**src/rtl/vga_fb_arbiter.sv**
```systemverilog
// Shares one single-port framebuffer SRAM between a display prefetch FIFO and a host port.
// Display fetches take priority, but a host that has waited long enough wins once the FIFO can cover the gap.
module vga_fb_arbiter #(
  parameter int FB_WORDS      = 153600,
  parameter int FIFO_DEPTH    = 8,
  parameter int HOST_MAX_WAIT = 16
) (
  input  logic        clk_50Mhz,
  input  logic        reset,
  input  logic        i_frame_start,
  input  logic        i_pix_pop,
  output logic        o_pix_r,
  output logic        o_pix_g,
  output logic        o_pix_b,
  output logic        o_pix_valid,
  output logic        o_underrun,
  input  logic        i_host_req,
  input  logic        i_host_we,
  input  logic [17:0] i_host_addr,
  input  logic [7:0]  i_host_wdata,
  output logic        o_host_gnt,
  output logic [7:0]  o_host_rdata,
  output logic        o_host_rvalid,
  output logic        o_mem_en,
  output logic        o_mem_we,
  output logic [17:0] o_mem_addr,
  output logic [7:0]  o_mem_wdata,
  input  logic [7:0]  i_mem_rdata
);

  localparam int PW = $clog2(FIFO_DEPTH);
  localparam int CW = $clog2(FIFO_DEPTH + 1);
  localparam int WW = $clog2(HOST_MAX_WAIT + 1);

  logic [PW-1:0] wr_ptr_reg, wr_ptr_next;
  logic [PW-1:0] rd_ptr_reg, rd_ptr_next;
  logic [PW-1:0] wr_ptr_odd;
  logic [CW-1:0] count_reg, count_next;
  logic [17:0]   disp_addr_reg, disp_addr_next;
  logic [WW-1:0] wait_reg, wait_next;
  logic          disp_tag_reg, disp_tag_next;
  logic          host_tag_reg, host_tag_next;
  logic          underrun_reg, underrun_next;

  logic [3*FIFO_DEPTH-1:0] fifo_flat;
  logic [2:0]    head_pix;
  logic          fifo_empty;
  logic          push;
  logic          pop_ok;
  logic          pop_empty;
  logic          disp_need;
  logic          host_starved;
  logic          disp_win;
  logic          host_win;
  logic          unused_rdata_bits;

  assign unused_rdata_bits = i_mem_rdata[7] ^ i_mem_rdata[3];

  function automatic logic [PW-1:0] ptr_inc(input logic [PW-1:0] p);
    ptr_inc = (p == PW'(FIFO_DEPTH - 1)) ? '0 : p + PW'(1);
  endfunction

  assign wr_ptr_odd = ptr_inc(wr_ptr_reg);

  // Each FIFO slot is its own register; a returning word writes two adjacent slots.
  genvar gi;
  generate
    for (gi = 0; gi < FIFO_DEPTH; gi++) begin : g_fifo
      logic [2:0] entry_reg;
      always_ff @(posedge clk_50Mhz) begin
        if (reset) begin
          entry_reg <= '0;
        end else if (push && (wr_ptr_reg == PW'(gi))) begin
          entry_reg <= i_mem_rdata[2:0];
        end else if (push && (wr_ptr_odd == PW'(gi))) begin
          entry_reg <= i_mem_rdata[6:4];
        end
      end
      assign fifo_flat[3*gi +: 3] = entry_reg;
    end
  endgenerate

  assign head_pix = fifo_flat[32'(rd_ptr_reg) * 3 +: 3];

  // Arbitration: a frame restart suppresses display fetches so nothing stale is issued.
  always_comb begin
    fifo_empty   = (count_reg == '0);
    push         = disp_tag_reg && !i_frame_start;
    pop_ok       = i_pix_pop && !fifo_empty && !i_frame_start;
    pop_empty    = i_pix_pop && fifo_empty && !i_frame_start;
    disp_need    = !i_frame_start &&
                   ((32'(count_reg) + (disp_tag_reg ? 32'd2 : 32'd0)) <= 32'(FIFO_DEPTH - 2));
    host_starved = i_host_req && (wait_reg == WW'(HOST_MAX_WAIT)) && (32'(count_reg) >= 32'd4);
    disp_win     = !reset && disp_need && !host_starved;
    host_win     = !reset && i_host_req && !disp_win;
  end

  always_comb begin
    o_mem_en      = disp_win || host_win;
    o_mem_we      = host_win && i_host_we;
    o_mem_addr    = disp_win ? disp_addr_reg : (host_win ? i_host_addr : '0);
    o_mem_wdata   = (host_win && i_host_we) ? i_host_wdata : '0;
    o_host_gnt    = host_win;
    o_host_rvalid = host_tag_reg && !reset;
    o_host_rdata  = (host_tag_reg && !reset) ? i_mem_rdata : '0;
    o_pix_valid   = !fifo_empty && !reset;
    {o_pix_r, o_pix_g, o_pix_b} = (fifo_empty || reset) ? 3'b000 : head_pix;
    o_underrun    = underrun_reg && !reset;
  end

  always_comb begin
    rd_ptr_next    = rd_ptr_reg;
    wr_ptr_next    = wr_ptr_reg;
    count_next     = count_reg;
    disp_addr_next = disp_addr_reg;
    underrun_next  = underrun_reg || pop_empty;
    wait_next      = wait_reg;
    if (i_frame_start) begin
      rd_ptr_next    = '0;
      wr_ptr_next    = '0;
      count_next     = '0;
      disp_addr_next = '0;
    end else begin
      if (pop_ok) begin
        rd_ptr_next = ptr_inc(rd_ptr_reg);
      end
      if (push) begin
        wr_ptr_next = ptr_inc(wr_ptr_odd);
      end
      count_next = count_reg + (push ? CW'(2) : CW'(0)) - (pop_ok ? CW'(1) : CW'(0));
      if (disp_win) begin
        disp_addr_next = (disp_addr_reg == 18'(FB_WORDS - 1)) ? '0 : disp_addr_reg + 18'd1;
      end
    end
    // Tags follow each access by one cycle to steer the SRAM return.
    disp_tag_next = disp_win;
    host_tag_next = host_win && !i_host_we;
    if (!i_host_req || host_win) begin
      wait_next = '0;
    end else if (wait_reg != WW'(HOST_MAX_WAIT)) begin
      wait_next = wait_reg + WW'(1);
    end
  end

  always_ff @(posedge clk_50Mhz) begin
    if (reset) begin
      rd_ptr_reg    <= '0;
      wr_ptr_reg    <= '0;
      count_reg     <= '0;
      disp_addr_reg <= '0;
      wait_reg      <= '0;
      disp_tag_reg  <= 1'b0;
      host_tag_reg  <= 1'b0;
      underrun_reg  <= 1'b0;
    end else begin
      rd_ptr_reg    <= rd_ptr_next;
      wr_ptr_reg    <= wr_ptr_next;
      count_reg     <= count_next;
      disp_addr_reg <= disp_addr_next;
      wait_reg      <= wait_next;
      disp_tag_reg  <= disp_tag_next;
      host_tag_reg  <= host_tag_next;
      underrun_reg  <= underrun_next;
    end
  end

endmodule

```
**config.mk**
```make
export PLATFORM = sky130hd
export DESIGN_NAME = vga_fb_arbiter
export DESIGN_NICKNAME = d
export VERILOG_FILES = /design/src/rtl/vga_fb_arbiter.sv
export SDC_FILE = /design/constraint.sdc
export NUM_CORES = 1
export LEC_CHECK = 0
export ABC_AREA = 1
export CORE_MARGIN = 2
export CORE_UTILIZATION = 52
export CTS_CLUSTER_DIAMETER = 30
export DETAILED_ROUTE_END_ITERATION = 10
export PLACE_DENSITY = 0.79
export SYNTH_ARGS = -nofsm -noshare
export SYNTH_HDL_FRONTEND = slang
export SYNTH_SLANG_ARGS = --single-unit
```
**constraint.sdc**
```tcl
create_clock -name clk_50Mhz -period 2.2 [get_ports clk_50Mhz]
set_input_delay 0.33 -clock clk_50Mhz [delete_from_list [all_inputs] [get_ports clk_50Mhz]]
set_output_delay 0.33 -clock clk_50Mhz [all_outputs]
set_load 0.01 [all_outputs]
```
== Yosys cells after proc, flatten, opt, wreduce, memory -nomap -nowiden ==
Index checks and enable logic that the tools add are counted.
Storage, ports and cells
  input port bits: 40
  register bits after elaboration: 60
  word-level logic and storage cells: 131
  output and inout bits: 43
Operators by class
  shift operators: 1
  equality and inequality tests: 18
  multiplexer cells: 28
  $mul: 1
  reduce and logical (&&, ||, !) cells: 57
  magnitude comparators: 2
  add/sub/neg operators: 8
Operator list (count)
  2-to-1 mux 3 bit: 20
  2-to-1 mux 18 bit: 3
  logical AND 1 bit: 33
  equality test 3 bit (second input constant): 9
  variable part select 24 x 6 -> 3 bit: 1
  adder 18 x 1 -> 18 bit (second input constant): 1
  equality test 18 bit (second input constant): 1
  2-to-1 mux 8 bit: 2
  nonzero test 2 bit: 8
  equality test 3 x 2 -> 1 bit (second input constant): 4
  adder 3 x 1 -> 3 bit (second input constant): 3
  zero test 1 bit: 7
  equality test 3 x 1 -> 1 bit (second input constant): 2
  zero test 3 bit: 2
  adder 4 x 2 -> 5 bit: 1
  adder 5 x 1 -> 5 bit (second input constant): 1
  equality test 5 bit (second input constant): 1
  less-or-equal comparator 5 x 3 -> 1 bit (second input constant): 1
  multiplier 3 x 2 -> 5 bit (second input constant): 1
  inequality test 5 bit (second input constant): 1
  adder 4 x 2 -> 4 bit: 1
  >= comparator 4 x 3 -> 1 bit (second input constant): 1
  zero test 4 bit: 1
  logical OR 1 bit: 4
  other kinds (4): 6

== Logic depth before layout (Yosys ltp) ==
  depth in word-level cells: 10
  depth in mapped cells: 13
  gate-level depth less buffers: 13

== Least setup slack after synthesis ==
No wires, ideal clock.
  kind: register to register
  start point: reg count_reg[2]
  end point: reg count_reg[3]
  path buffers: 0
  clock period less this slack: 1.954 ns
  data required time: 2.072 ns
  setup slack: 0.246 ns
  setup time: 0.128 ns
  arrival: 1.827 ns
  stages on the path, launching flop included: 12
  cells stage by stage: dfxtp_1 inv_1 ha_1 nand2_1 nand3_1 inv_1 ha_1 inv_1 ha_1 fa_1 xor2_1 nor2_1
On the way
  cells in the longest elaborated chain, start to end: 6
  elaborated cells between the ends (all ways): 7
  classes of those cells: 2 x add/sub; 1 x mux; 4 x reduce/logical
Ends and longest elaborated chain
  from (decl): RTL line 38  | logic [CW-1:0] count_reg, count_next;
  from (signal assigned): RTL line 158  | count_reg <= count_next;
  zero test 4 bit: RTL line 87  | fifo_empty = (count_reg == '0);
  zero test 1 bit: RTL line 89  | pop_ok = i_pix_pop && !fifo_empty && !i_frame_start;
  logical AND 1 bit (2 in series): RTL line 89
  named net pop_ok: RTL line 49  | logic pop_ok;
  2-to-1 mux 1 bit: RTL line 130  | count_next = count_reg + (push ? CW'(2) : CW'(0)) - (pop_ok ? CW'(1) : CW'(0));
  subtractor 4 x 1 -> 4 bit: RTL line 130
The timed path passes the listed nets, and every way through them passes these cells.
A chain may end at the register's enable or synchronous reset.

== Final worst setup path ==
  start point: reg count_reg[1]
  end point: out o_mem_wdata[5]
On the way
  cells in the longest elaborated chain, start to end: 9
  elaborated cells between the ends (all ways): 12
  classes of those cells: 1 x add/sub; 2 x order compare; 1 x mux; 8 x reduce/logical
Ends and longest elaborated chain
  adder 4 x 2 -> 5 bit: RTL line 92  | ((32'(count_reg) + (disp_tag_reg ? 32'd2 : 32'd0)) <= 32'(FIFO_DEPTH - 2));
  less-or-equal comparator 5 x 3 -> 1 bit: RTL line 92
  logical AND 1 bit: RTL line 91  | disp_need = !i_frame_start &&
  logical AND 1 bit: RTL line 94  | disp_win = !reset && disp_need && !host_starved;
  logical AND 1 bit (*): RTL line 94
  zero test 1 bit (*): RTL line 95  | host_win = !reset && i_host_req && !disp_win;
  logical AND 1 bit (*): RTL line 95
  logical AND 1 bit (*): RTL line 102  | o_mem_wdata = (host_win && i_host_we) ? i_host_wdata : '0;
  2-to-1 mux 8 bit (*): RTL line 102
  to (decl): RTL line 27  | output logic [7:0] o_mem_wdata,
Mark *: on every way between the ends. The rest lies on a longest branch, timed or not.

==> impl_metrics.toml <==
[logic_synthesis]
ys_seq_elements = 60
synth_cells = 606
synth-warning-count = 0
async_flop_share_pct = 0
synth-edff-count = 0
synth_top_area_share_pct = 30.7
synthTopCellsByArea = "dfxtp_1 31%, nand2_1 13%, nor2_1 8.7%"
ys.flop_type = "dfxtp_1"
syn_area_per_cell_um2 = 6.46
synth_top_area_cell = "dfxtp_1"
ys_types = 37
synth_area_um2 = 3920
ys_seq_area_share_pct = 30.7
synth_nets = 671

[die]
start_util_pct = 53.7
dieArea_um2 = 8240
chipWidth_um = 90.8
rows = 31
core_um2 = 7290
boundaryPins = 83
die-height_um = 90.8

[global_route]
antenna_found_initial = 0
grt_max_degree = 21
grt_pass1_wl_mm = 18.8
grt_usage_pct = 27.8
grt_overflow = 0
grt_pass1_vias = 4176

[drt]
wl_per_cell_um = 14.6
antenna_left = 0
post_drt_via_cell_ratio = 5.30
drt_iter0_drc = 299
wl_mm = 12.3
drc = 0
first_pass_iters = 6
num_vias = 4461

[pwr]
power.total_w = 0.00256
power.density_nw_per_um2 = 465
p_leak_nw = 2.46
max-vdd-ir-drop_v = 0.000356

[cells_and_area]
largest_reg_flops = 24
fin_cells = 841
final_cell_mix = "122 x nand2_1, 89 x inv_1, 82 x nor2_1, 53 x dfxtp_1, 47 x buf_4"
utilization_pct = 75.7
diodes = 0
drive_above_1_share_pct = 21.6
synthToLayoutAreaGrowth_pct = 41.0
design_area_um2 = 5520
mostFrequentLayoutCell = "nand2_1"
fin_nets = 803

[outcome]
violations = "negative setup slack"
status = "finished with violations"

[run]
maxCapViolCount = 0

[clock_tree]
cts_buffers = 9
cts_hold_buffers = 0
clock-root-buffer = "clkbuf_8"
clock_path_buffers = 2
path_clk_slew_ns = 0.06
cts_tree = "done"
cts.sink_count = 60
htree_levels = 3
worstSkewPairLatency_ns = 0.34

[placed_design]
post_dp_cell_area_um2 = 5130
gp_congestion = 0.931
dp_hpwl_mm = 8.67
dp_cells = 818
io_buffers = 82

[critical_path]
setup.worst_path.start_class = "register"
cp.required_ns = 1.87
crit_fanout = 4
worst-setup-path-type = "reg2out"
endpoint_kind = "primary output"
arrival_ns = 2.03

[sta]
timing.fmax_ghz = 0.423
worst_clock_skew_ns = 0.00777
setup_viol = 27
post-route-period-util_pct = 107
setup_tns_ns = -3.12
relSlewSlack_pct = 72.0
finalWorstSetupSlack_ns = -0.162
final_max_slew_viol_count = 0
max_slew.worst_pin.slew_ns = 0.418
period_needed_ns = 2.36
hold_viol = 0
rsz0062_at_grt = "true"

[hold_path]
hp-class = "reg2reg"
[critical path, cell delays in order, from the launching register on]
cell and delay [ns]:
dfxtp_4 0.35, ha_4 0.17, ha_4 0.26, nand3_4 0.07, nand3_4 0.08, nor2_4 0.04
nand2_4 0.09, nand2_4 0.08, inv_8 0.10, buf_8 0.13, nand2_8 0.08, nor2_4 0.13
buf_6 0.10
[path summary, 6_finish.rpt]
| check | start | end | slack [ns] | depth (start not counted) |
|---|---|---|---|---|
| hold / removal | g_fifo[7].entry_reg[1] | g_fifo[7].entry_reg[1] | 0.47 | 2 |
| setup / recovery | count_reg[1] | o_mem_wdata[5] | -0.16 | 12 |
| hold reg to reg | g_fifo[7].entry_reg[1] | g_fifo[7].entry_reg[1] | 0.47 | 2 |
| setup reg to reg | count_reg[2] | count_reg[3] | 0.13 | 11 |
[through the flow]
stage               setup WS [ns]  hold slack [ns]
finish                     -0.162            0.470
global route               -0.242            0.487
CTS                        -0.101            0.468
detailed placement         -0.368            0.458
global placement           -0.347            0.457
floorplan                   0.246            0.402
[kinds of logic (layout without fill, tap and decap cells)]
logic type	count (synthesis)	count (layout)	synth area share, %
buffers and inverters	108	243	11.5
adders and majority gates	25	25	8.18
AOI/OAI and AO/OA	115	115	16.1
xor gates and xnor gates	3	3	0.671
and+or+nand+nor	295	296	32.8
DFF	60	60	30.7
[cell usage after synthesis (2+ instances only)]
cell / instances
o211ai_1: 6
clkbuf_1: 6
inv_1: 90
nand2_1: 134
nand3_2: 3
o21ai_0: 50
nor2_1: 91
nand2_2: 3
nor3_1: 8
xor2_1: 3
nand2_4: 2
nand4_1: 3
nor3_2: 3
ha_1: 24
o22ai_1: 3
nand3_1: 40
clkinv_1: 2
dfxtp_1: 60
buf_2: 2
a211oi_1: 2
nor2_2: 2
o21ai_1: 5
or2_2: 2
buf_6: 5
a21oi_1: 34
a31oi_1: 10
o221ai_1: 3
[cell type report]
class / instances / area, um2
timing repair buffer: 133 / 1170
tap: 99 / 124
sequential: 60 / 1210
fill: 576 / 1770
timing repair inverter: 1 / 7.51
inverter: 94 / 369
multi-input combinational: 439 / 2460
clock buffer: 13 / 159
clock inverter: 2 / 10.0
[per-layer routing]
| layer | track usage, % | wire length, um | vias up |
|---|---|---|---|
| met1 | 32.1 | 4760 | 2006 |
| met4 | 13.9 | 550 | 0 |
| met2 | 49.1 | 6120 | 181 |
| li1 | - | - | 2220 |
| met3 | 5.09 | 834 | 54 |
| met5 | 0 | 0 | - |
[power breakdown]
group / internal [W] / switching, W
registers: 0.00111 / 0.0000217
logic: 0.000253 / 0.000289
clock network: 0.000462 / 0.000432
[repair_timing]
action / CTS / global route
hold endpoints to repair: 0 / 0
resized for setup: 153 / 64
pin swaps: 2 / 8
gates cloned: 1 / 3
endpoints found under the setup margin: 43 / 45
setup buffers: 2 / 2
Power figures use the tool's default switching activity.
